<file path="config.mk">
export PLATFORM = sky130hd
export DESIGN_NAME = score_display_scan_flat
export DESIGN_NICKNAME = d
export VERILOG_FILES = /design/src/rtl/score_display_scan_if.sv /design/src/rtl/score_display_scan.sv /design/src/flat_wrapper.sv
export SDC_FILE = /design/constraint.sdc
export NUM_CORES = 1
export LEC_CHECK = 0
export CAP_MARGIN = 30
export CORE_MARGIN = 3
export CORE_UTILIZATION = 40
export CTS_CLUSTER_DIAMETER = 150
export DETAILED_ROUTE_END_ITERATION = 8
export GPL_ROUTABILITY_DRIVEN = 0
export PLACE_DENSITY_LB_ADDON = 0.08
export SLEW_MARGIN = 20
export SYNTH_ARGS = -nofsm -noshare
export SYNTH_HDL_FRONTEND = slang
export SYNTH_SLANG_ARGS = --single-unit
</file>
<file path="constraint.sdc">
create_clock -name i_clk -period 5 [get_ports i_clk]
set_clock_uncertainty 0.15 [all_clocks]
set_input_delay 1 -clock i_clk [delete_from_list [all_inputs] [get_ports i_clk]]
set_output_delay 1 -clock i_clk [all_outputs]
set_load 0.01 [all_outputs]
</file>
<file path="src/rtl/score_display_scan_if.sv">
// Score display bus: score/load handshake in, conversion status and
// multiplexed active-low digit/segment drive out.
interface score_display_scan_if #(
  parameter int DIGITS  = 4,
  parameter int VALUE_W = 14
);
  logic [VALUE_W-1:0] value;
  logic               load;
  logic               blank_lz;
  logic               blink_en;
  logic               busy;
  logic               overflow;
  logic [DIGITS-1:0]  digit;
  logic [6:0]         display;

  modport master (
    output value, load, blank_lz, blink_en,
    input  busy, overflow, digit, display
  );

  modport slave (
    input  value, load, blank_lz, blink_en,
    output busy, overflow, digit, display
  );
endinterface

</file>
<file path="src/rtl/score_display_scan.sv">
// Binary score -> BCD via sequential double-dabble, then time-multiplexed
// onto an active-low seven-segment bus with blanking, overflow and blink.
module score_display_scan #(
  parameter int DIGITS       = 4,
  parameter int VALUE_W      = 14,
  parameter int SCAN_PERIOD  = 100000,
  parameter int BLINK_PERIOD = 25000000
) (
  input logic                  i_clk,
  input logic                  i_rst_n,
  score_display_scan_if.slave  io_bus
);
  localparam int          BCD_W   = 4 * DIGITS;
  localparam int          STEP_W  = $clog2(VALUE_W + 1);
  localparam int          IDX_W   = (DIGITS > 1) ? $clog2(DIGITS) : 1;
  localparam int          SCAN_W  = $clog2(SCAN_PERIOD);
  localparam int          BLINK_W = $clog2(BLINK_PERIOD);
  localparam logic [31:0] MAX_VAL = 32'(10 ** DIGITS - 1);

  function automatic logic [BCD_W-1:0] add3_all(input logic [BCD_W-1:0] b);
    logic [BCD_W-1:0] r;
    r = b;
    for (int n = 0; n < DIGITS; n++) begin
      if (b[4*n +: 4] >= 4'd5) r[4*n +: 4] = b[4*n +: 4] + 4'd3;
    end
    return r;
  endfunction

  function automatic logic [6:0] seg7(input logic [3:0] d);
    case (d)
      4'd0:    seg7 = 7'b0000001;
      4'd1:    seg7 = 7'b1001111;
      4'd2:    seg7 = 7'b0010010;
      4'd3:    seg7 = 7'b0000110;
      4'd4:    seg7 = 7'b1001100;
      4'd5:    seg7 = 7'b0100100;
      4'd6:    seg7 = 7'b0100000;
      4'd7:    seg7 = 7'b0001111;
      4'd8:    seg7 = 7'b0000000;
      4'd9:    seg7 = 7'b0000100;
      default: seg7 = 7'b1111111;
    endcase
  endfunction

  typedef enum logic {S_IDLE, S_SHIFT} state_t;

  state_t              r_state, w_state_nxt;
  logic [STEP_W-1:0]   r_step, w_step_nxt;
  logic                r_ovf_pend, w_ovf_pend_nxt;
  logic                w_capture, w_commit;
  logic [VALUE_W-1:0]  r_bin;
  logic [BCD_W-1:0]    r_bcd, w_bcd_adj, w_bcd_shift;
  logic [BCD_W-1:0]    r_buf;
  logic                r_overflow;
  logic [SCAN_W-1:0]   r_scan_cnt;
  logic [IDX_W-1:0]    r_idx;
  logic [BLINK_W-1:0]  r_blink_cnt;
  logic                r_blink_off;
  logic [DIGITS-1:0]   r_digit, w_digit_nxt;
  logic [6:0]          r_display, w_display_nxt;
  logic [3:0]          w_nib;
  logic                w_upper_zero;

  assign w_bcd_adj   = add3_all(r_bcd);
  assign w_bcd_shift = {w_bcd_adj[BCD_W-2:0], r_bin[VALUE_W-1]};

  always_comb begin
    w_state_nxt    = r_state;
    w_step_nxt     = r_step;
    w_ovf_pend_nxt = r_ovf_pend;
    w_capture      = 1'b0;
    w_commit       = 1'b0;
    case (r_state)
      S_IDLE: begin
        if (io_bus.load) begin
          w_capture      = 1'b1;
          w_state_nxt    = S_SHIFT;
          w_step_nxt     = '0;
          w_ovf_pend_nxt = (32'(io_bus.value) > MAX_VAL);
        end
      end
      S_SHIFT: begin
        w_step_nxt = r_step + STEP_W'(1);
        if (r_step == STEP_W'(VALUE_W - 1)) begin
          w_commit    = 1'b1;
          w_state_nxt = S_IDLE;
        end
      end
      default: w_state_nxt = S_IDLE;
    endcase
  end

  always_ff @(posedge i_clk or negedge i_rst_n) begin
    if (!i_rst_n) begin
      r_state    <= S_IDLE;
      r_step     <= '0;
      r_ovf_pend <= 1'b0;
      r_buf      <= '0;
      r_overflow <= 1'b0;
    end else begin
      r_state    <= w_state_nxt;
      r_step     <= w_step_nxt;
      r_ovf_pend <= w_ovf_pend_nxt;
      // Final shift lands straight in the buffer so it only ever holds whole values.
      if (w_commit) begin
        r_buf      <= w_bcd_shift;
        r_overflow <= r_ovf_pend;
      end
    end
  end

  // Work registers are pure data: only meaningful while SHIFT is active.
  always_ff @(posedge i_clk) begin
    if (w_capture) begin
      r_bin <= io_bus.value;
      r_bcd <= '0;
    end else if (r_state == S_SHIFT) begin
      r_bin <= r_bin << 1;
      r_bcd <= w_bcd_shift;
    end
  end

  always_ff @(posedge i_clk or negedge i_rst_n) begin
    if (!i_rst_n) begin
      r_scan_cnt  <= '0;
      r_idx       <= '0;
      r_blink_cnt <= '0;
      r_blink_off <= 1'b0;
    end else begin
      if (r_scan_cnt == SCAN_W'(SCAN_PERIOD - 1)) begin
        r_scan_cnt <= '0;
        r_idx      <= (r_idx == IDX_W'(DIGITS - 1)) ? '0 : r_idx + IDX_W'(1);
      end else begin
        r_scan_cnt <= r_scan_cnt + SCAN_W'(1);
      end
      if (r_blink_cnt == BLINK_W'(BLINK_PERIOD - 1)) begin
        r_blink_cnt <= '0;
        r_blink_off <= ~r_blink_off;
      end else begin
        r_blink_cnt <= r_blink_cnt + BLINK_W'(1);
      end
    end
  end

  always_comb begin
    w_nib        = r_buf[4*r_idx +: 4];
    w_upper_zero = 1'b1;
    for (int j = 0; j < DIGITS; j++) begin
      if ((IDX_W'(j) >= r_idx) && (r_buf[4*j +: 4] != 4'd0)) w_upper_zero = 1'b0;
    end
    w_digit_nxt   = ~(DIGITS'(1) << r_idx);
    w_display_nxt = seg7(w_nib);
    if (r_overflow) begin
      w_display_nxt = 7'b1111110;
    end else if (io_bus.blank_lz && (r_idx != '0) && w_upper_zero) begin
      w_display_nxt = 7'b1111111;
    end
    if (io_bus.blink_en && r_blink_off) begin
      w_digit_nxt   = '1;
      w_display_nxt = 7'b1111111;
    end
  end

  always_ff @(posedge i_clk or negedge i_rst_n) begin
    if (!i_rst_n) begin
      r_digit   <= '1;
      r_display <= 7'b1111111;
    end else begin
      r_digit   <= w_digit_nxt;
      r_display <= w_display_nxt;
    end
  end

  assign io_bus.busy     = (r_state == S_SHIFT);
  assign io_bus.overflow = r_overflow;
  assign io_bus.digit    = r_digit;
  assign io_bus.display  = r_display;
endmodule

</file>
<file path="src/flat_wrapper.sv">
// flat-port wrapper written by rule: the top's interface ports become plain ports
module score_display_scan_flat 
#(
  parameter int DIGITS       = 4,
  parameter int VALUE_W      = 14,
  parameter int SCAN_PERIOD  = 100000,
  parameter int BLINK_PERIOD = 25000000
)
  (i_clk, i_rst_n, io_bus_value, io_bus_load, io_bus_blank_lz, io_bus_blink_en, io_bus_busy, io_bus_overflow, io_bus_digit, io_bus_display);
  score_display_scan_if #(.DIGITS(DIGITS), .VALUE_W(VALUE_W)) io_bus_i ();
  input logic i_clk;
  input logic i_rst_n;
  input wire logic [$bits(io_bus_i.value)-1:0] io_bus_value;
  input wire logic [$bits(io_bus_i.load)-1:0] io_bus_load;
  input wire logic [$bits(io_bus_i.blank_lz)-1:0] io_bus_blank_lz;
  input wire logic [$bits(io_bus_i.blink_en)-1:0] io_bus_blink_en;
  output wire logic [$bits(io_bus_i.busy)-1:0] io_bus_busy;
  output wire logic [$bits(io_bus_i.overflow)-1:0] io_bus_overflow;
  output wire logic [$bits(io_bus_i.digit)-1:0] io_bus_digit;
  output wire logic [$bits(io_bus_i.display)-1:0] io_bus_display;
  assign io_bus_i.value = io_bus_value;
  assign io_bus_i.load = io_bus_load;
  assign io_bus_i.blank_lz = io_bus_blank_lz;
  assign io_bus_i.blink_en = io_bus_blink_en;
  assign io_bus_busy = io_bus_i.busy;
  assign io_bus_overflow = io_bus_i.overflow;
  assign io_bus_digit = io_bus_i.digit;
  assign io_bus_display = io_bus_i.display;
  score_display_scan #(.DIGITS(DIGITS), .VALUE_W(VALUE_W), .SCAN_PERIOD(SCAN_PERIOD), .BLINK_PERIOD(BLINK_PERIOD)) u_core (.i_clk(i_clk), .i_rst_n(i_rst_n), .io_bus(io_bus_i));
endmodule
</file>
# Yosys cells after proc, flatten, opt, wreduce, memory -nomap -nowiden
# Memory sizes are Yosys's and may differ from the RTL's.
# Index checks and enable logic that the tools add are counted.
# totals
elab_cells	80
mem_bits_ro	112
regBits	109
n_memories	1
output_inout_bits	13
# classes
reduce_logical	14
n_mux	25
n_eq_ne	5
n_addsub	8
n_shift	2
n_lt_le_gt_ge	9
bitwise_logic	3
# mem_list
memory	words	word_bits	read_ports	rd_ports_with_merged_regs	wr	line_no	source
(no name shown)	16	7	1	0	0	score_display_scan.sv:30	case (d)
# op_table
op	count
two-way mux 14 bit	2
adder 25 x 1 -> 25 bit, second input constant	1
== test 25 bit, second input constant	1
two-way mux 25 bit	1
two-way mux 7 bit	3
two-way mux 4 bit	5
adder 17 x 1 -> 17 bit, second input constant	1
== test 17 bit, second input constant	1
two-way mux 17 bit	1
>= comparator 4 x 3 -> 1 bit, second input constant	4
nonzero test 4 bit	4
variable part select 16 x 5 -> 4 bit	1
greater-than comparator 14 bit, second input constant	1
adder 4 x 2 -> 4 bit, second input constant	3
two-way mux 1 bit	9
one-hot mux 4 bit (2 select lines)	1
logical AND 1 bit	7
adder 4 x 1 -> 4 bit, second input constant	1
== test 4 bit, second input constant	1
>= comparator 1 x 2 -> 1 bit, first input constant	2
>= comparator 2 bit, first input constant	2
NOT 4 bit	1
nonzero test 2 bit	2
left shift 1 x 2 -> 4 bit, first input constant	1
other kinds (9)	10

# Depth between registers and ports, before layout
# Gate-level depths: netlist (run 1).
# depth
depth_word	10
ltp_mapped	8

# Least setup slack after synthesis (run 1)
# OpenSTA, ideal clock, no wires.
# synth_path
kind	input to register
start	in io_bus_load
end	reg u_core.r_bin[10], data pin
setup_time_ps	260
setup_slack_ps	2458
arrival_time_ps	2133
cell_stages	5
path_buffers	3
path_cell_list	clkbuf_1 -> nor2b_1 -> clkbuf_1 -> buf_2 -> mux2_2
# synth_via
elab_chain_len	3
# synth_lines
element	line_no	source
start: declaration	flat_wrapper.sv:14	input wire logic [$bits(io_bus_i.load)-1:0] io_bus_load;
two-way mux 1 bit	score_display_scan.sv:75	if (io_bus.load) begin
two-way mux 1 bit	score_display_scan.sv:73	case (r_state)
two-way mux 14 bit	score_display_scan.sv:114	if (w_capture) begin
end signal: assignment	score_display_scan.sv:115	r_bin <= io_bus.value;
end signal: assignment	score_display_scan.sv:118	r_bin <= r_bin << 1;
end: declaration	score_display_scan.sv:51	logic [VALUE_W-1:0] r_bin;
# Every way passes these cells.
# A chain may end at the register's enable or synchronous reset.

# Worst setup path after layout (run 1)
# layout_path
start	reg u_core.r_state (netlist: u_core.io_bus.busy)
end	out io_bus_busy
# layout_rtl
element	line_no	source
start: declaration	score_display_scan.sv:47	state_t r_state, w_state_nxt;
start signal: assignment	score_display_scan.sv:101	r_state <= w_state_nxt;
end: declaration	flat_wrapper.sv:17	output wire logic [$bits(io_bus_i.busy)-1:0] io_bus_busy;
# No word-level cell between the ends.

==> summary.md, run 1 <==
| Metric | Value |
|---|---|
| Tmin final | `2.789 ns` |
| Synth area leader | `dfrtp_1` |
| Crit Reg-Reg Startpoint | `u_core.r_idx[0]` |
| Final worst setup slack | `roughly 2.2 ns` |
| Mapped Avg Cell Area | `10.92 um^2` |
| Post-DR wirelength/cell | `14.40 um` |
| CTS tree | `yes` |
| CTS resizes | `0` |
| Vias | `3583` |
| Fmax | `~0.36 GHz` |
| PortBufs | `31` |
| Crit end category | `output pin` |
| Hold Path Depth | `1` |
| Die height | `121.8 um` |
| P per Cell Area | `between 400 and 500 nW/um^2` |
| Layout area overhead | `15.26%` |
| Max_cap viols | `0` |
| TritonCTS buffer count | `9` |
| Die area | `between 10000 and 15000 um^2` |
| Vias/cell | `5.141` |
| Final setup fails | `0` |
| Diodes inserted | `0` |
| Initial Util | `41.64%` |
| Hold Path Class | `flip-flop to flip-flop` |
| CP Buf/Inv Count | `2` |
| Total core area | `~13000 um^2` |
| Crit Path Category | `flip-flop to output pin` |
| Warnings, synthesis | `0` |
| Final core area utilization | `47.99%` |
| Gr ovfl total | `0` |
| Worst Hold Path EP | `u_core.r_scan_cnt[0]` |
| Post-route DRC | `0` |
| Post-synth top flop | `dfrtp_1` |
| Arrival @ worst endpoint | `roughly 1.6 ns` |
| R2R setup slack | `about 2.4 ns` |
| Synth cell count leaders | `68 x dfrtp_1, 37 x nand2_1, 29 x a21oi_1` |
| Non-Filler Instances | `697` |
| Top cell type's share of synthesized area | `31.74%` |
| Tot GR Track Use | `14.79%` |
| Placed Cells | `just under 700` |
| Fin nets | `562` |
| Fillers | `~1200` |
| Total I/O pin count | `32` |
| H-tree levels | `3` |
| Part of the cycle the worst path needs | `55.78%` |
| Worst Reg2Reg Path Length in Cells | `6` |
| Worst vdd ir | `299.3 uV` |
| Seq/Total Area, Yosys | `50.95%` |
| Post-CTS Setup Repair Bufs | `0` |
| Outcome | `completed` |
| Post-DP HPWL | `7034 um` |
| RSZ-0062 raised after global routing | `false` |
| Hold_buf cts | `0` |
| Worst setup SP type | `flip-flop` |
| FF+latch count, synth | `109` |
| Pre-CTS setup slack | `1.785 ns` |
| Beginning of the worst hold path | `u_core.r_scan_cnt[0]` |
| Worst-Margin Slew | `0.5932 ns` |
| Vias in the first global route | `3521` |
| Die X | `121.8 um` |
| DRT antenna net count | `0` |
| Row cnt | `between 40 and 50` |
| DRT Pass-1 Iters | `4` |
| CP max FO | `31` |
| Slew HR | `between 60% and 70%` |
| CP delay by family, top | `buffers and inverters` |
| Required time of the critical path | `slightly below 4 ns` |
| Post-synth net total | `about 530` |
| Yosys cell types | `53` |
| Leak Pwr | `2.679 nW` |
| Fin. max-slew vios | `0` |
| Share of layout cells above drive strength 1 | `12.76%` |
| Post-route setup TNS | `0 ns` |
| Slowest CP cell | `clkdlybuf4s50_1` |
| Largest net degree at the start of global routing | `53` |
| Clock Latency Late Sink | `~0.35 ns` |
| Synth top area cells | `dfrtp_1 32%, edfxtp_1 7.8%, dfxtp_1 6.0%` |
| Fin. Hold Viols | `0` |
| Post-synth ARST share | `72.48%` |
| Initial DRC Count | `215` |
| Worst stage delay on the critical path | `0.61 ns` |
| Worst-path cell chain | `buf_4, clkdlybuf4s50_1` |
| Top-count cell post-synth | `dfrtp_1` |
| Number of flops mapped to enable cells by yosys | `14` |
| Clk root buf | `clkbuf_16` |
| Clk buf depth | `2` |
| Initial antenna violation count | `0` |
| Number of cells produced by synthesis | `491` |
| Reg-to-Reg End | `u_core.io_bus.display[0]` |
| Clock sinks | `109` |
| Worst-path clk slew | `0.07 ns` |
| First-pass GRT wire length | `17310 um` |
| Final Routed Wirelength | `approximately 10000 um` |
| Mapped cell area | `around 5400 um^2` |
[where the power goes]
group	internal [mW]	total (mW)	switching (mW)	leakage, nW
clock	0.457	0.779	0.322	0.154
combinational	0.481	0.976	0.496	1.23
sequential	1.17	1.32	0.148	1.30
[registers in the layout (all words and copies together) (netlist names)]
register	cells
u_core.r_blink_cnt	25
u_core.r_idx	2
u_core.r_buf	16
u_core.r_ovf_pend	1
u_core.io_bus.display	7
u_core.io_bus.digit	4
u_core.r_bin	14
u_core.r_scan_cnt	17
u_core.r_bcd	16
u_core.r_blink_off	1
u_core.io_bus.overflow	1
u_core.io_bus.busy	1
u_core.r_step	4
[cells by family after synthesis]
logic type	count (synthesis)	share of synthesized area (%)
AO/OA/AOI/OAI	78	8.425
flip-flops	109	50.95
buffers and inverters	42	3.431
adder cells (fa/ha/maj)	23	5.368
XOR/XNOR	33	5.391
AND/OR/NAND/NOR	166	17.55
multiplexers	40	8.892
[per-stage QoR]
| stage | area [um^2] | hold WS [ns] | total power, mW |
|---|---|---|---|
| 4_1_cts | 6166 | 0.3340 | 3.118 |
| 2_1_floorplan | 5361 | 0.2887 | 2.012 |
| 6_report | 6180 | 0.3269 | 3.073 |
| 3_3_place_gp | 5817 | 0.3027 | 2.281 |
| 3_5_place_dp | 5844 | 0.3180 | 2.324 |
| 5_1_grt | 6180 | 0.3596 | 3.300 |
[worst max-delay path by stage]
| stage | cells past startpoint | slack (ns) | endpoint | start |
|---|---|---|---|---|
| 4_1_cts | 5 | 2.16 | u_core.r_bcd[15] | io_bus_load |
| 3_5_place_dp | 5 | 1.78 | u_core.r_bcd[15] | io_bus_load |
| 2_1_floorplan | 5 | 2.46 | u_core.r_bin[10] | io_bus_load |
| 5_1_grt | 5 | 2.03 | u_core.r_bcd[15] | io_bus_load |
| 6_report | 2 | 2.21 | io_bus_busy | u_core.io_bus.busy |
| 3_3_place_gp | 5 | 1.87 | u_core.r_bcd[15] | io_bus_load |
[layout by cell type, fill, tap and decap left out, types with 14 or more instances in the layout]
cell | Yosys | final
mux2i_1 | 15 | 15
dfrtp_1 | 68 | 68
inv_1 | 23 | 23
xor2_1 | 19 | 19
o21ai_0 | 26 | 26
nand3_1 | 18 | 18
nand2_1 | 37 | 37
dfxtp_1 | 16 | 16
nor2_1 | 24 | 24
mux2_2 | 21 | 21
xnor2_1 | 14 | 14
ha_1 | 23 | 23
a21oi_1 | 29 | 29
edfxtp_1 | 14 | 14
nand2b_1 | 16 | 16
clkdlybuf4s50_1 | 0 | 30
[cell type report]
cell class              count  area (um^2)  area share (%)
clock buffers              12        250.2           4.049
inverters                  23        86.33           1.397
multi-input cells         340         2446           39.58
flip-flops and latches    109         2731           44.20
clock inverters             4        71.32           1.154
well taps                 172        215.2           3.482
repair buffers             37        379.1           6.135
[per-layer routing]
layer	vias up	wire length, um	GRT usage (%)
met4	0	116	3.782
met1	1741	4894	19.98
li1	1789	-	-
met5	-	0	0
met2	42	4623	23.10
met3	11	402	4.875
No activity file was read; power rests on OpenSTA's default activity.
==> run 2: changes to the inputs <==
Clock period 5 ns to 2.8 ns, I/O delays scaled along.
==> run 2 against run 1 <==
  * Core utilization fell by 0.21 points
  * Worst setup slack got worse by 1.9 ns
  * Design area fell by 0.45%
  * Sequential cell count did not move
  * Wire length fell by 1.2%
  * Sequential power rose by 80%
  * Non-clock buffer count rose by 4
  * Critical endpoint is now u_core.io_bus.display[0]
  * Clock power rose by 55%
  * Clock-buffer cell count fell by 1
==> summary.md, run 2 (synthesis gave the netlist of run 1 again) <==
| Metric | Value |
|---|---|
| Outcome | `completed (unchanged)` |
| Total I/O pin count | `32 (unchanged)` |
| Largest net degree at the start of global routing | `45 (was 53)` |
| Die height | `121.8 um (unchanged)` |
| CTS resizes | `0 (unchanged)` |
| TritonCTS buffer count | `9 (unchanged)` |
| DRT antenna net count | `0 (unchanged)` |
| Final Routed Wirelength | `9916 um (was 10040 um)` |
| Crit end category | `flip-flop (was output pin)` |
| Die area | `14830 um^2 (unchanged)` |
| Clock Latency Late Sink | `0.35 ns (about the same)` |
| Slew HR | `61.22% (was 60.41%)` |
| Clk buf depth | `2 (unchanged)` |
| Tot GR Track Use | `14.47% (was 14.79%)` |
| PortBufs | `31 (unchanged)` |
| Share of layout cells above drive strength 1 | `13.61% (was 12.76%)` |
| Finished Cell Area | `6152 um^2 (was 6180 um^2)` |
| Initial antenna violation count | `0 (unchanged)` |
| Post-route setup TNS | `0 ns (unchanged)` |
| Required time of the critical path | `2.90 ns (was 3.85 ns)` |
| Placed Cells | `685 (was 680)` |
| Initial DRC Count | `192 (was 215)` |
| P per Cell Area | `857.3 nW/um^2 (was 497.2 nW/um^2)` |
| Clock power frac | `22.9% (was 25.4%)` |
| Post-DP HPWL | `6901 um (was 7034 um)` |
| Total core area | `12880 um^2 (unchanged)` |
| H-tree levels | `3 (unchanged)` |
| Reg-to-Reg End | `u_core.io_bus.display[0] (unchanged)` |
| Fin. max-slew vios | `0 (unchanged)` |
| CTS tree | `yes (unchanged)` |
| Row cnt | `41 (unchanged)` |
| Vias in the first global route | `3568 (was 3521)` |
| Layout area overhead | `14.75% (was 15.26%)` |
| Worst-Margin Slew | `0.5817 ns (was 0.5932 ns)` |
| Fin. Hold Viols | `0 (unchanged)` |
| P_int | `3.578 mW (was 2.107 mW)` |
| Most common cell after layout, fill and taps aside | `dfrtp_1 (unchanged)` |
| RSZ-0062 raised after global routing | `false (unchanged)` |
| Sw Share | `32.15% (was 31.45%)` |
| Biggest register | `u_core.r_blink_cnt (unchanged)` |
| Net Sw Power | `1.696 mW (was 966.2 uW)` |
| Placed Area | `5874 um^2 (was 5844 um^2)` |
| Gr ovfl total | `0 (unchanged)` |
| First-pass GRT wire length | `17140 um (was 17310 um)` |
| Arrival @ worst endpoint | `2.56 ns (was 1.64 ns)` |
| Vias | `3560 (was 3583)` |
| Final Power | `5.274 mW (was 3.073 mW)` |
| Hold WS | `0.06707 ns (was 0.3269 ns)` |
| Post-route DRC | `0 (unchanged)` |
| Leak Pwr | `2.675 nW (was 2.679 nW)` |
| CP max FO | `10 (was 31)` |
| Crit Reg-Reg Startpoint | `u_core.r_idx[1] (was u_core.r_idx[0])` |
| Tmin final | `between 2 and 2.5 ns` |
| Vias/cell | `5.078 (was 5.141)` |
| Max reg flops | `25 (unchanged)` |
| Initial Util | `41.64% (unchanged)` |
| Reg power frac | `45.0% (was 42.9%)` |
| Hold_buf cts | `0 (unchanged)` |
| Fin nets | `566 (was 562)` |
| Part of the cycle the worst path needs | `between 80% and 90%` |
| Max_cap viols | `0 (unchanged)` |
| Diodes inserted | `0 (unchanged)` |
| Die X | `121.8 um (unchanged)` |
| Worst vdd ir | `512.2 uV (was 299.3 uV)` |
| Clk root buf | `clkbuf_16 (unchanged)` |
| Top flop regs | `u_core.r_blink_cnt x25, u_core.r_scan_cnt x17 (unchanged)` |
| Worst-path clk slew | `0.07 ns (about the same)` |
| Crit Path Category | `flip-flop to flip-flop (was flip-flop to output pin)` |
| R2R setup slack | `0.34 ns (was 2.39 ns)` |
| Post-CTS Setup Repair Bufs | `0 (unchanged)` |
| Worst Reg2Reg Path Length in Cells | `6 (unchanged)` |
| Hold Path Class | `input port to asynchronous set/reset pin (was flip-flop to flip-flop)` |
| Post-DR wirelength/cell | `14.15 um (was 14.40 um)` |
| Comb pwr share | `32.1% (was 31.8%)` |
| Most frequent cells in the layout | `68 x dfrtp_1, 37 x nand2_1, 30 x clkdlybuf4s50_1, 29 x a21oi_1, 26 x o21ai_0 (unchanged)` |
| DRT Pass-1 Iters | `4 (unchanged)` |
| Clock sinks | `109 (unchanged)` |
| Final setup fails | `0 (unchanged)` |
| Non-Filler Instances | `701 (was 697)` |
| Fmax | `0.4065 GHz` |
| Worst setup SP type | `flip-flop (unchanged)` |
run 2: per-layer routing:
layer	GRT usage (%)	part of all wire, %
met1	19.63	50
met2	22.51	45
met3	4.643	3.9
met4	3.852	1.1
met5	0	0
run 2: through the flow:
step	worst slack (ns)	utilization, %
floorplan	0.5712	-
global placement	0.2939	45.62
detailed placement	0.2793	45.62
CTS	0.3524	47.78
global route	0.1249	47.78
finish	0.3401	47.78
run 2: layout make-up:
class	instances	area, um^2
Clock buffer	11	242.7
Timing Repair Buffer	41	395.4
Tap cell	172	215.2
Fill cell	1214	6724
Sequential cell	109	2731
Clock inverter	5	35.03
Multi-Input combinational cell	340	2446
Inverter	23	86.33
run 2: worst max path at each step:
stage	start	end	slack (ns)	cells past startpoint
6_report	u_core.r_idx[1]	u_core.io_bus.display[0]	0.34	6
5_1_grt	u_core.r_idx[1]	u_core.io_bus.display[1]	0.12	6
4_1_cts	u_core.r_idx[1]	u_core.io_bus.display[0]	0.35	6
3_5_place_dp	io_bus_blank_lz	u_core.io_bus.display[0]	0.28	5
3_3_place_gp	io_bus_blank_lz	u_core.io_bus.display[0]	0.29	5
2_1_floorplan	u_core.r_idx[0]	u_core.io_bus.display[0]	0.57	7
run 2: critical path, stage by stage, from the launching register on:
cell	delay (ns)
dfrtp_1	0.54
inv_1	0.11
ha_1	0.22
or4b_2	0.67
nor3_1	0.30
a211oi_1	0.12
o31ai_1	0.26
run 2: power by group through the flow:
stage                     Clock [mW]  Sequential, mW  Combinational [mW]
after floorplan                    0            2.33                1.27
after detailed placement           0            2.40                1.72
after global placement             0            2.39                1.66
after CTS                       1.26            2.38                1.73
after global routing            1.32            2.43                1.93
final                           1.21            2.37                1.70
